**src/rtl/vga_timing.sv**
```systemverilog
// Raster timing generator: divides the board clock to a pixel tick, scans x/y,
// and registers blanked colour plus active-low hs/vs one pixel behind x/y.
module vga_timing #(
  parameter int CLK_DIV   = 2,
  parameter int H_VISIBLE = 640,
  parameter int H_FRONT   = 16,
  parameter int H_SYNC    = 96,
  parameter int H_BACK    = 48,
  parameter int V_VISIBLE = 480,
  parameter int V_FRONT   = 10,
  parameter int V_SYNC    = 2,
  parameter int V_BACK    = 33
) (
  input  logic        clk,
  input  logic        rst,
  output logic [10:0] x,
  output logic [10:0] y,
  input  logic [2:0]  r_in,
  input  logic [2:0]  g_in,
  input  logic [2:0]  b_in,
  output logic [2:0]  r,
  output logic [2:0]  g,
  output logic [2:0]  b,
  output logic        hs,
  output logic        vs,
  output logic        frame_start
);

  localparam int H_TOTAL = H_VISIBLE + H_FRONT + H_SYNC + H_BACK;
  localparam int V_TOTAL = V_VISIBLE + V_FRONT + V_SYNC + V_BACK;
  localparam int DW      = (CLK_DIV > 1) ? $clog2(CLK_DIV) : 1;

  localparam logic [DW-1:0] DIV_LAST = DW'(CLK_DIV - 1);
  localparam logic [10:0] H_LAST     = 11'(H_TOTAL - 1);
  localparam logic [10:0] V_LAST     = 11'(V_TOTAL - 1);
  localparam logic [10:0] H_VIS      = 11'(H_VISIBLE);
  localparam logic [10:0] V_VIS      = 11'(V_VISIBLE);
  localparam logic [10:0] HS_BEGIN   = 11'(H_VISIBLE + H_FRONT);
  localparam logic [10:0] HS_END     = 11'(H_VISIBLE + H_FRONT + H_SYNC);
  localparam logic [10:0] VS_BEGIN   = 11'(V_VISIBLE + V_FRONT);
  localparam logic [10:0] VS_END     = 11'(V_VISIBLE + V_FRONT + V_SYNC);

  logic [DW-1:0] div_cnt;
  logic [10:0]   hcnt;
  logic [10:0]   vcnt;
  logic          tick;
  logic          h_wrap;
  logic          v_wrap;
  logic          active;
  logic          hs_next;
  logic          vs_next;

  // With CLK_DIV=1 the divider is a constant 0 and every clock is a tick.
  assign tick    = (div_cnt == DIV_LAST);
  assign h_wrap  = (hcnt == H_LAST);
  assign v_wrap  = (vcnt == V_LAST);
  assign active  = (hcnt < H_VIS) && (vcnt < V_VIS);
  assign hs_next = !((hcnt >= HS_BEGIN) && (hcnt < HS_END));
  assign vs_next = !((vcnt >= VS_BEGIN) && (vcnt < VS_END));

  assign x = hcnt;
  assign y = vcnt;

  always_ff @(posedge clk) begin
    if (!rst) begin
      div_cnt     <= '0;
      hcnt        <= '0;
      vcnt        <= '0;
      r           <= '0;
      g           <= '0;
      b           <= '0;
      hs          <= 1'b1;
      vs          <= 1'b1;
      frame_start <= 1'b0;
    end else begin
      frame_start <= 1'b0;
      div_cnt     <= tick ? '0 : div_cnt + 1'b1;
      if (tick) begin
        // Outputs describe the pixel being left, keeping colour and sync aligned.
        r  <= active ? r_in : 3'd0;
        g  <= active ? g_in : 3'd0;
        b  <= active ? b_in : 3'd0;
        hs <= hs_next;
        vs <= vs_next;
        if (h_wrap) begin
          hcnt <= '0;
          if (v_wrap) begin
            vcnt        <= '0;
            frame_start <= 1'b1;
          end else begin
            vcnt <= vcnt + 11'd1;
          end
        end else begin
          hcnt <= hcnt + 11'd1;
        end
      end
    end
  end

endmodule
```
**config.mk**
```make
export PLATFORM = sky130hd
export DESIGN_NAME = vga_timing
export DESIGN_NICKNAME = d
export VERILOG_FILES = /design/src/rtl/vga_timing.sv
export SDC_FILE = /design/constraint.sdc
export NUM_CORES = 1
export LEC_CHECK = 0
export CAP_MARGIN = 5
export CORE_ASPECT_RATIO = 1.2
export CORE_MARGIN = 4
export CORE_UTILIZATION = 59
export DETAILED_ROUTE_END_ITERATION = 16
export DONT_BUFFER_PORTS = 1
export PLACE_DENSITY = 0.75
export SLEW_MARGIN = 20
export SYNTH_ARGS = -nofsm -noshare
export SYNTH_HDL_FRONTEND = slang
export SYNTH_SLANG_ARGS = --single-unit
```
**constraint.sdc**
```tcl
create_clock -name clk -period 3.6 [get_ports clk]
set_input_delay 0.36 -clock clk [delete_from_list [all_inputs] [get_ports clk]]
set_output_delay 0.36 -clock clk [all_outputs]
set_load 0.02 [all_outputs]
```
==> key figures <==
Logic synthesis
  • Yosys top cell by area: dfxtp_1
  • YS warnings: 0
  • Synthesized area: 0.00153 mm2
  • Syn_area_per_cell: 9.31 um2
  • Dominant synthesized flop cell: dfxtp_1
  • Post-synth EDFFs: 0
  • Register area share after synthesis: 0.459
  • Unique cell type count in the Yosys netlist: 32
  • Net count after synthesis: 178
  • FFs w/ async S/R, synth: 0
  • #FFs+latches synth: 35
  • Synth area leaders: dfxtp_1 (46%), a22o_1 (5.2%), a21oi_1 (4.3%)
  • Synth top area share: 0.459
  • Syn Inst Count: 164

Clock network
  • CTS tree: built
  • Clock buffer depth: 2
  • Post-cts resize count: 0
  • Hold buffers post-CTS: 0
  • Num CTS Buffers: 5
  • Clock Tree Root: clkbuf_4
  • Number of H-tree levels: 2
  • Clock-pin transition on the worst setup and hold timing paths: 100 ps
  • Clk sinks: 35
  • Clock Latency Late Sink: 340 ps
  • Postcts setup bufs: 0

STA
  • Slew @ Worst Pin: 971 ps
  • FMAX: 428 MHz
  • Fin. Hold Viols: 0
  • Final setup vio count: 0
  • Max Slew Vio Count: 0
  • Worst setup margin: 1260 ps
  • Setup TNS: 0 ps
  • Fin crit share: 0.649
  • Final min period: 2340 ps
  • RSZ-0062 raised after global routing: no
  • Clk_skew: 6.03 ps
  • Relative slew slack: 0.348

Drt
  • Routed length on met3: 332 um
  • DR pass1 iterations: 4
  • Via count: 1,259
  • Wire length per cell: 16.8 um
  • # DRC: 0
  • Vias per cell: 6.42
  • Met2 wire length: 1620 um
  • Top Layer Used: met4
  • DRT iter0 DRCs: 46
  • DRT antenna net count: 0
  • Final WL: 3280 um
  • Met1 Wirelength: 1260 um

Placement
  • Pre-CTS WS: 1300 ps
  • GP Congestion: 0.781
  • Detailed placer's ending HPWL: 2430 um
  • Placed instance area: 0.00154 mm2
  • Port-buffer cells: 0

Worst hold path
  • HP Class: in -> reg

Power and ir drop
  • PD cells: 394 mW/mm2
  • VDD IR max: 0.000302 V
  • Leak: 0.563 nW

Critical path
  • Reg2reg setup slack: 1260 ps
  • CP Launch Type: register
  • Critical path endpoint category: register
  • Crit path DAT: 2600 ps
  • CP max FO: 21
  • Setup Crit Path Kind: reg -> reg
  • WP data required: 3870 ps

Global routing
  • Total Routing Usage GR: 0.214
  • Number of global-route vias before repair: 1,229
  • Grt ovf: 0
  • Largest net degree at the start of global routing: 22
  • First-pass GRT wire length: 5510 um
  • Initial antenna violation count: 0

Layout
  • Layout cells sized above 1: 0.0606
  • # diodes: 0
  • Design area: 0.00158 mm2
  • Final net count: 180
  • Area growth from synthesis to layout: 3.44%

Floorplan
  • Initial Util: 0.642
  • Die height: 63.7 um
  • Core Footprint: 0.00238 mm2
  • # rows: 19
  • Die Wd: 54.4 um
  • # IOs: 45
  • DIE AREA: 0.00347 mm2

Outcome
  • Outcome: completed

Run
  • Max cap viols: 0
[kinds of logic after synthesis]
logic type | Yosys count | share of synthesized area
adders and majority gates | 3 | 0.0246
and+or+nand+nor | 70 | 0.279
buffers and inverters | 12 | 0.0352
AOI/OAI and AO/OA | 34 | 0.144
xor gates and xnor gates | 10 | 0.0574
DFF | 35 | 0.459
[layout make-up]
class	instances	area (um2)
Inverter	7	26.3
Sequential cell	35	701
Clock buffer	6	41.3
Multi-Input combinational cell	117	772
Fill cell	212	798
Tap cell	31	38.8
[path summary, 6_finish.rpt]
check	from	endpoint	cells after the start
setup / recovery	x[0]	y[9]	5
hold reg to reg	hs	hs	2
setup reg to reg	x[0]	y[9]	5
hold / removal	rst	vs	1
[flip-flops by register name (all words and copies together), names as in the netlist]
| signal | count |
|---|---|
| b | 3 |
| r | 3 |
| x | 11 |
| hs | 1 |
| vs | 1 |
| div_cnt | 1 |
| frame_start | 1 |
| y | 11 |
| g | 3 |
[cells in the final DEF (no fill, tap or decap), types with 3 or more instances in the layout]
| cell | n |
|---|---|
| nor2_1 | 12 |
| or3_1 | 4 |
| a22o_1 | 9 |
| and4_1 | 4 |
| nand2_1 | 11 |
| inv_1 | 7 |
| xnor2_1 | 3 |
| nand4_1 | 5 |
| o21ai_0 | 6 |
| xor2_1 | 7 |
| clkbuf_4 | 5 |
| or4_1 | 6 |
| and3_1 | 3 |
| nand3_1 | 8 |
| o31ai_1 | 5 |
| a21oi_1 | 13 |
| ha_1 | 3 |
| dfxtp_1 | 35 |
| nor3_1 | 3 |
| nand3b_1 | 3 |
[synth_stat cells (all sizes together) (2+ instances only)]
cell,n
or3,4
or4,7
o21ai,7
nand3b,3
nand2,11
o31ai,5
clkbuf,4
ha,3
nand4,6
a22o,9
xnor2,3
a21oi,13
inv,7
nor3,3
and4,4
dfxtp,35
xor2,7
nand2b,2
nor2,12
and3,3
and2,2
nand3,8
[power by group]
part | switching [W] | internal, W
Clock | 0.000120 | 0.0000694
Combinational | 0.0000111 | 0.00000776
Sequential | 0.0000183 | 0.000395
[critical path: stages (launching register included)]
cell and delay, ps:
dfxtp_1 510, ha_1 260, and4b_1 270, nand4_2 410, or4_1 640, a21oi_1 170
[per-stage QoR]
step                      hold slack [ps]  std cells  power, W  utilization
after floorplan                       422        164  0.000436            -
after global placement                424        190  0.000440        0.647
after detailed placement              426        190  0.000441        0.647
after CTS                            71.9        196  0.000625        0.664
after global routing                 65.2        196  0.000650        0.664
final                                76.0        196  0.000622        0.664
[per-layer routing]
| layer | track usage | vias up |
|---|---|---|
| li1 | - | 607 |
| met3 | 0.0755 | 8 |
| met2 | 0.353 | 54 |
| met4 | 0.103 | 0 |
| met1 | 0.236 | 590 |
| met5 | 0 | - |
(Power assumes the default switching activity.)
